--- src/rtl/blake3_chunk_feeder_if.sv ---
// Chunk feeder bus: message word stream in, per-block HashGen request/result, digest out.
// The slave side is the feeder; the master side is the word source plus HashGen.
interface blake3_chunk_feeder_if;
    logic [31:0]  Word_I;
    logic         WVld_I;
    logic         WLast_I;
    logic [2:0]   WBytes_I;
    logic         WRdy_O;
    logic         Strt_O;
    logic [31:0]  BL_O;
    logic         CS_flg_O;
    logic         CE_flg_O;
    logic         ROOT_flg_O;
    logic [255:0] H_O;
    logic [511:0] Msg_O;
    logic         Vld_I;
    logic [255:0] H_I;
    logic [255:0] Dgst_O;
    logic         DVld_O;
    logic         Err_O;

    modport slave (
        input  Word_I, WVld_I, WLast_I, WBytes_I, Vld_I, H_I,
        output WRdy_O, Strt_O, BL_O, CS_flg_O, CE_flg_O, ROOT_flg_O, H_O, Msg_O,
               Dgst_O, DVld_O, Err_O
    );

    modport master (
        output Word_I, WVld_I, WLast_I, WBytes_I, Vld_I, H_I,
        input  WRdy_O, Strt_O, BL_O, CS_flg_O, CE_flg_O, ROOT_flg_O, H_O, Msg_O,
               Dgst_O, DVld_O, Err_O
    );
endinterface

--- src/rtl/blake3_chunk_feeder.sv ---
// Packs a one-chunk little-endian word stream into zero-padded 16-word BLAKE3 blocks,
// drives HashGen once per block with flags and chaining value, and emits the final digest.
//   state | meaning
//   FILL  | accepting words into the block buffer
//   START | one-cycle start pulse to HashGen
//   WAIT  | block inputs held, waiting for Vld_I
//   DONE  | digest valid for one cycle
module blake3_chunk_feeder #(
    parameter int unsigned  MAX_BLOCKS = 16,
    parameter logic [255:0] IV_INIT    = {32'h5BE0CD19, 32'h1F83D9AB, 32'h9B05688C, 32'h510E527F,
                                          32'hA54FF53A, 32'h3C6EF372, 32'hBB67AE85, 32'h6A09E667}
) (
    input logic                  Clk,
    input logic                  Rst,
    blake3_chunk_feeder_if.slave bus
);
    localparam int BW = $clog2(MAX_BLOCKS);

    typedef enum logic [1:0] {S_FILL, S_START, S_WAIT, S_DONE} state_e;

    state_e              state_q, state_d;
    logic [15:0][31:0]   msg_q, msg_d;
    logic [3:0]          widx_q, widx_d;
    logic [BW-1:0]       blk_q, blk_d;
    logic [6:0]          bl_q, bl_d;
    logic                cs_q, cs_d;
    logic                fin_q, fin_d;
    logic [255:0]        chain_q, chain_d;
    logic [255:0]        dgst_q, dgst_d;
    logic                err_q, err_d;
    logic                drop_q, drop_d;

    logic [2:0]          nbytes;
    logic [31:0]         byte_mask;
    logic [31:0]         word_in;
    logic                last_blk;
    logic                close_blk;
    logic                wrdy, strt, dvld;

    // WBytes_I of 0 (and out-of-range codes) mean a full word
    always_comb begin
        nbytes = (bus.WBytes_I == 3'd0 || bus.WBytes_I > 3'd4) ? 3'd4 : bus.WBytes_I;
        case (nbytes)
            3'd1:    byte_mask = 32'h0000_00ff;
            3'd2:    byte_mask = 32'h0000_ffff;
            3'd3:    byte_mask = 32'h00ff_ffff;
            default: byte_mask = 32'hffff_ffff;
        endcase
        word_in   = bus.WLast_I ? (bus.Word_I & byte_mask) : bus.Word_I;
        last_blk  = (blk_q == BW'(MAX_BLOCKS - 1));
        close_blk = (state_q == S_FILL) && bus.WVld_I && !drop_q &&
                    (bus.WLast_I || widx_q == 4'd15);
    end

    always_ff @(posedge Clk) begin
        if (Rst) state_q <= S_FILL;
        else     state_q <= state_d;
    end

    always_comb begin
        state_d = state_q;
        case (state_q)
            S_FILL:  if (close_blk) state_d = S_START;
            S_START: state_d = S_WAIT;
            S_WAIT:  if (bus.Vld_I) state_d = fin_q ? S_DONE : S_FILL;
            S_DONE:  state_d = S_FILL;
            default: state_d = S_FILL;
        endcase
    end

    always_comb begin
        wrdy = 1'b0;
        strt = 1'b0;
        dvld = 1'b0;
        case (state_q)
            S_FILL:  wrdy = 1'b1;
            S_START: strt = 1'b1;
            S_DONE:  dvld = 1'b1;
            default: ;
        endcase
    end

    always_comb begin
        msg_d   = msg_q;
        widx_d  = widx_q;
        blk_d   = blk_q;
        bl_d    = bl_q;
        cs_d    = cs_q;
        fin_d   = fin_q;
        chain_d = chain_q;
        dgst_d  = dgst_q;
        err_d   = err_q;
        drop_d  = drop_q;
        case (state_q)
            S_FILL: begin
                if (bus.WVld_I) begin
                    if (drop_q) begin
                        // overlong message: swallow words until its last one
                        if (bus.WLast_I) drop_d = 1'b0;
                    end else begin
                        msg_d[widx_q] = word_in;
                        widx_d        = widx_q + 4'd1;
                        if (close_blk) begin
                            widx_d = 4'd0;
                            bl_d   = bus.WLast_I ? (7'({widx_q, 2'b00}) + 7'(nbytes)) : 7'd64;
                            cs_d   = (blk_q == '0);
                            fin_d  = bus.WLast_I || last_blk;
                            if (!bus.WLast_I && last_blk) begin
                                err_d  = 1'b1;
                                drop_d = 1'b1;
                            end
                        end
                    end
                end
            end
            S_WAIT: begin
                if (bus.Vld_I) begin
                    chain_d = bus.H_I;
                    msg_d   = '0;
                    if (fin_q) dgst_d = bus.H_I;
                    else       blk_d  = blk_q + BW'(1);
                end
            end
            S_DONE: begin
                blk_d   = '0;
                chain_d = IV_INIT;
            end
            default: ;
        endcase
    end

    always_ff @(posedge Clk) begin
        if (Rst) begin
            msg_q   <= '0;
            widx_q  <= '0;
            blk_q   <= '0;
            bl_q    <= '0;
            cs_q    <= 1'b0;
            fin_q   <= 1'b0;
            chain_q <= IV_INIT;
            dgst_q  <= '0;
            err_q   <= 1'b0;
            drop_q  <= 1'b0;
        end else begin
            msg_q   <= msg_d;
            widx_q  <= widx_d;
            blk_q   <= blk_d;
            bl_q    <= bl_d;
            cs_q    <= cs_d;
            fin_q   <= fin_d;
            chain_q <= chain_d;
            dgst_q  <= dgst_d;
            err_q   <= err_d;
            drop_q  <= drop_d;
        end
    end

    assign bus.WRdy_O     = wrdy;
    assign bus.Strt_O     = strt;
    assign bus.DVld_O     = dvld;
    assign bus.BL_O       = {25'd0, bl_q};
    assign bus.CS_flg_O   = cs_q;
    assign bus.CE_flg_O   = fin_q;
    assign bus.ROOT_flg_O = fin_q;
    assign bus.H_O        = chain_q;
    assign bus.Msg_O      = msg_q;
    assign bus.Dgst_O     = dgst_q;
    assign bus.Err_O      = err_q;
endmodule

--- src/flat_wrapper.sv ---
// flat-port wrapper written by rule: the top's interface ports become plain ports
module blake3_chunk_feeder_flat 
#(
    parameter int unsigned  MAX_BLOCKS = 16,
    parameter logic [255:0] IV_INIT    = {32'h5BE0CD19, 32'h1F83D9AB, 32'h9B05688C, 32'h510E527F,
                                          32'hA54FF53A, 32'h3C6EF372, 32'hBB67AE85, 32'h6A09E667}
)
  (Clk, Rst, bus_Word_I, bus_WVld_I, bus_WLast_I, bus_WBytes_I, bus_Vld_I, bus_H_I, bus_WRdy_O, bus_Strt_O, bus_BL_O, bus_CS_flg_O, bus_CE_flg_O, bus_ROOT_flg_O, bus_H_O, bus_Msg_O, bus_Dgst_O, bus_DVld_O, bus_Err_O);
  blake3_chunk_feeder_if bus_i ();
  input logic Clk;
  input logic Rst;
  input wire logic [$bits(bus_i.Word_I)-1:0] bus_Word_I;
  input wire logic [$bits(bus_i.WVld_I)-1:0] bus_WVld_I;
  input wire logic [$bits(bus_i.WLast_I)-1:0] bus_WLast_I;
  input wire logic [$bits(bus_i.WBytes_I)-1:0] bus_WBytes_I;
  input wire logic [$bits(bus_i.Vld_I)-1:0] bus_Vld_I;
  input wire logic [$bits(bus_i.H_I)-1:0] bus_H_I;
  output wire logic [$bits(bus_i.WRdy_O)-1:0] bus_WRdy_O;
  output wire logic [$bits(bus_i.Strt_O)-1:0] bus_Strt_O;
  output wire logic [$bits(bus_i.BL_O)-1:0] bus_BL_O;
  output wire logic [$bits(bus_i.CS_flg_O)-1:0] bus_CS_flg_O;
  output wire logic [$bits(bus_i.CE_flg_O)-1:0] bus_CE_flg_O;
  output wire logic [$bits(bus_i.ROOT_flg_O)-1:0] bus_ROOT_flg_O;
  output wire logic [$bits(bus_i.H_O)-1:0] bus_H_O;
  output wire logic [$bits(bus_i.Msg_O)-1:0] bus_Msg_O;
  output wire logic [$bits(bus_i.Dgst_O)-1:0] bus_Dgst_O;
  output wire logic [$bits(bus_i.DVld_O)-1:0] bus_DVld_O;
  output wire logic [$bits(bus_i.Err_O)-1:0] bus_Err_O;
  assign bus_i.Word_I = bus_Word_I;
  assign bus_i.WVld_I = bus_WVld_I;
  assign bus_i.WLast_I = bus_WLast_I;
  assign bus_i.WBytes_I = bus_WBytes_I;
  assign bus_i.Vld_I = bus_Vld_I;
  assign bus_i.H_I = bus_H_I;
  assign bus_WRdy_O = bus_i.WRdy_O;
  assign bus_Strt_O = bus_i.Strt_O;
  assign bus_BL_O = bus_i.BL_O;
  assign bus_CS_flg_O = bus_i.CS_flg_O;
  assign bus_CE_flg_O = bus_i.CE_flg_O;
  assign bus_ROOT_flg_O = bus_i.ROOT_flg_O;
  assign bus_H_O = bus_i.H_O;
  assign bus_Msg_O = bus_i.Msg_O;
  assign bus_Dgst_O = bus_i.Dgst_O;
  assign bus_DVld_O = bus_i.DVld_O;
  assign bus_Err_O = bus_i.Err_O;
  blake3_chunk_feeder #(.MAX_BLOCKS(MAX_BLOCKS), .IV_INIT(IV_INIT)) u_core (.Clk(Clk), .Rst(Rst), .bus(bus_i));
endmodule
--- config.mk ---
export PLATFORM = sky130hd
export DESIGN_NAME = blake3_chunk_feeder_flat
export DESIGN_NICKNAME = d
export VERILOG_FILES = /design/src/rtl/blake3_chunk_feeder_if.sv /design/src/rtl/blake3_chunk_feeder.sv /design/src/flat_wrapper.sv
export SDC_FILE = /design/constraint.sdc
export NUM_CORES = 2
export LEC_CHECK = 0
export ABC_AREA = 0
export CORE_AREA = 5 5 525 527
export DETAILED_ROUTE_END_ITERATION = 10
export DIE_AREA = 0 0 530 532
export HOLD_SLACK_MARGIN = 0.06
export PLACE_DENSITY = 0.3
export SLEW_MARGIN = 0
export SYNTH_ARGS = -nofsm -noshare
export SYNTH_HDL_FRONTEND = slang
export SYNTH_SLANG_ARGS = --single-unit
--- constraint.sdc ---
create_clock -name Clk -period 3.7 [get_ports Clk]
set_input_delay 0.74 -clock Clk [delete_from_list [all_inputs] [get_ports Clk]]
set_output_delay 0.74 -clock Clk [all_outputs]
set_load 0.005 [all_outputs]
==> impl_metrics.toml <==
[floorplanning]
start_util_pct = 12.8
core.rowCount = 191
num_io_pins = 1359
die_h_um = 532
die_area_um2 = 282000
core_um2 = 270000
die-width_um = 530

[setup_path]
highest_fanout_seen_on_the_critical_path = 17
cp_data_required_time_ns = 2.96
critical-path-slowest-cell = "sky130_fd_sc_hd__dfxtp_1"
cp_cell_sequence = "and2_1 -> clkdlybuf4s50_1"
timing.critical_path.to_type = "output pin"
critPathLaunchType = "register"
critPathArrivalTime_ns = 2.60
reg2regPathDepth = 6
max_stage_delay_ns = 0.85
worstSetupPathType = "reg2out"

[synthesis]
synth_edf_count = 0
post_synth_most_frequent_cells = "sky130_fd_sc_hd__dfxtp_1, sky130_fd_sc_hd__nand2_1, sky130_fd_sc_hd__o2bb2ai_1, sky130_fd_sc_hd__a21oi_1, sky130_fd_sc_hd__clkbuf_1"
synthesis.area_um2 = 34400
yosys_register_bits = 1045
netlist_top_cells_area = "sky130_fd_sc_hd__dfxtp_1, sky130_fd_sc_hd__nand2_1, sky130_fd_sc_hd__o2bb2ai_1, sky130_fd_sc_hd__a21oi_1, sky130_fd_sc_hd__a22o_1"
sequential_element_share_of_the_synthesized_area_pct = 60.8
netlist.top_cell.by_area = "sky130_fd_sc_hd__dfxtp_1"
synth_top_cell_area_share_pct = 60.8
distinct_cell_type_count_after_synthesis = 49
synth_flop_cell = "sky130_fd_sc_hd__dfxtp_1"
share_of_flip_flops_with_an_asynchronous_set_or_reset_pct = 0
count_of_mapped_cells_out_of_synthesis = 3562
yosysWarningCount = 0
synth_area_per_cell_um2 = 9.67
synthMostInstantiatedCell = "sky130_fd_sc_hd__dfxtp_1"

[timing]
timing.final.setup_violations = 0
clock.fmax_mhz = 299
setup_ws_ns = 0.355
fin_tns_setup_ns = 0
post-route-min-period_ns = 3.34
worst_clk_skew_ns = 0.0418
fin_worst_hold_slack_ns = 0.367
grt_setup_unrepaired = "no"
relSlewSlack_pct = 22.0
fin_crit_sh_pct = 90.4
drv_slew = 0
worst_slew_pin_slew_ns = 1.17
hold_violations = 0

[power]
power_density_nw_per_um2 = 473
p_leak_nw = 19.9
max-vdd-ir-drop_mv = 0.307

[cts]
ctsHoldBuffers = 0
ctsLongestPathBuffers = 4
cts_inserted_buffers = 145
cts_resized = 0
tritoncts_clock_tree = "built"
post-cts-setup-buffers = 0
clock_insertion_delay_worst_skew_ns = 0.79
htree_num_levels = 4
clk_transition_reported_paths_ns = 0.06
cts-root-buf = "sky130_fd_sc_hd__clkbuf_16"
tritoncts_num_sinks = 1045

[global_route]
antenna_found_initial = 42
global_route.overflow_total = 0
number_of_global_route_vias_before_repair = 32021
global_route_wire_length_before_repair_um = 306000
globalRouteTotalUtil_pct = 15.7
grt_max_degree = 144

[final_layout]
area_growth_syn_to_layout_pct = 65.3
share_of_final_layout_standard_cells_stronger_than_drive_strength_1_pct = 7.70
layout.nets = 5176

[detailed_routing]
routed_via_density = 3.79
detail_route.drc_violations = 0
detail_route.wirelength_um = 233000
detail-route-antenna-nets = 0
detail_route.iter0.violations = 1904
via_total_after_detailed_routing = 32352
routedWlPerCell_um = 27.2
drt_pre_antenna_iters = 7

[status]
run_status = "completed"

[place]
gpl.final_weighted_congestion = 0.770
place.detailed.hpwl_um = 176000
port_buffers = 1333
dpl_worst_slack_ns = 0.357

[hold_path]
worstHoldPathType = "in2reg"
hold_path_depth = 2

[job]
max_cap_viol_count = 0
per-layer routing:
metal | GRT usage [%] | routed length (um) | vias to the layer above
met5 | 0 | 423 | -
met4 | 3.98 | 5860 | 68
met3 | 6.52 | 23300 | 300
met2 | 27.6 | 115000 | 1299
met1 | 17.3 | 88500 | 15716
li1 | - | - | 14969
worst max-delay path, delay by kind of cell, from the launching register on:
kind | cells | cell delay, ns
buf+inv | 1 | 0.61
flops | 1 | 0.85
simple gates | 1 | 0.36
cell type report:
class,count,area (um^2)
Timing Repair Buffer,1470,14800
Inverter,9,33.8
Clock buffer,210,4200
Fill cell,29545,213000
Clock inverter,27,275
Antenna cell,10,25.0
Tap cell,3570,4470
Sequential cell,1045,20900
Multi-Input combinational cell,2200,12200
sequential cells by signal, summed over array words and instances (netlist names):
signal	count
u_core.drop_q	1
u_core.bus.Msg_O	512
u_core.bus.Err_O	1
u_core.state_q	2
u_core.bus.CE_flg_O	1
u_core.bus.Dgst_O	256
u_core.bus.CS_flg_O	1
u_core.bl_q	7
u_core.bus.H_O	256
u_core.widx_q	4
u_core.blk_q	4
worst paths after layout:
kind                                                    startpoint                                 end  slack [ns]
worst min-delay path                                           Rst  u_core.bus.Msg_O[482]$_SDFFE_PP0P_        0.37
worst max-delay path                u_core.state_q[1]$_SDFFE_PP0P_                          bus_DVld_O        0.36
worst max register to register      u_core.state_q[1]$_SDFFE_PP0P_  u_core.bus.Dgst_O[50]$_SDFFE_PP0P_        0.77
worst min register to register  u_core.bus.Msg_O[452]$_SDFFE_PP0P_  u_core.bus.Msg_O[452]$_SDFFE_PP0P_        0.44
report_power, final:
part | internal, mW | switching (mW) | leakage, nW
registers | 11.4 | 0.0751 | 8.43
logic | 0.707 | 1.08 | 9.27
clock network | 8.05 | 5.61 | 2.20
per-stage QoR:
stage	utilization, %	power (mW)	instances	cell area (um^2)
2_1_floorplan	-	12.2	3586	34500
3_3_place_gp	19.4	13.6	8294	52400
3_5_place_dp	19.4	13.6	8294	52400
4_1_cts	21.1	27.6	8531	56900
5_1_grt	21.1	28.0	8532	56900
6_report	21.1	26.9	8541	56900
kinds of logic (layout without fill, tap and decap cells):
logic type / count (synthesis) / count (layout) / synth area share (%)
simple gates: 1256 / 1256 / 15.1
flops: 1045 / 1045 / 60.8
compound gates: 903 / 903 / 19.3
buf+inv: 341 / 1716 / 4.35
fa+ha+maj: 9 / 9 / 0.327
xor+xnor: 6 / 6 / 0.153
other cells: 1 / 35 / 0.0109
mux: 1 / 1 / 0.0291
placed cells by master (no fill, tap or decap), drive strengths merged, types with 25 or more instances in the layout:
cell,count
nand2,885
conb,25
buf,138
a21oi,271
nor2,157
clkdlybuf4s50,1332
a22oi,120
a22o,116
o21ai,27
o2bb2ai,360
nand3,155
dfxtp,1045
clkbuf,210
Power figures use the tool's default switching activity.
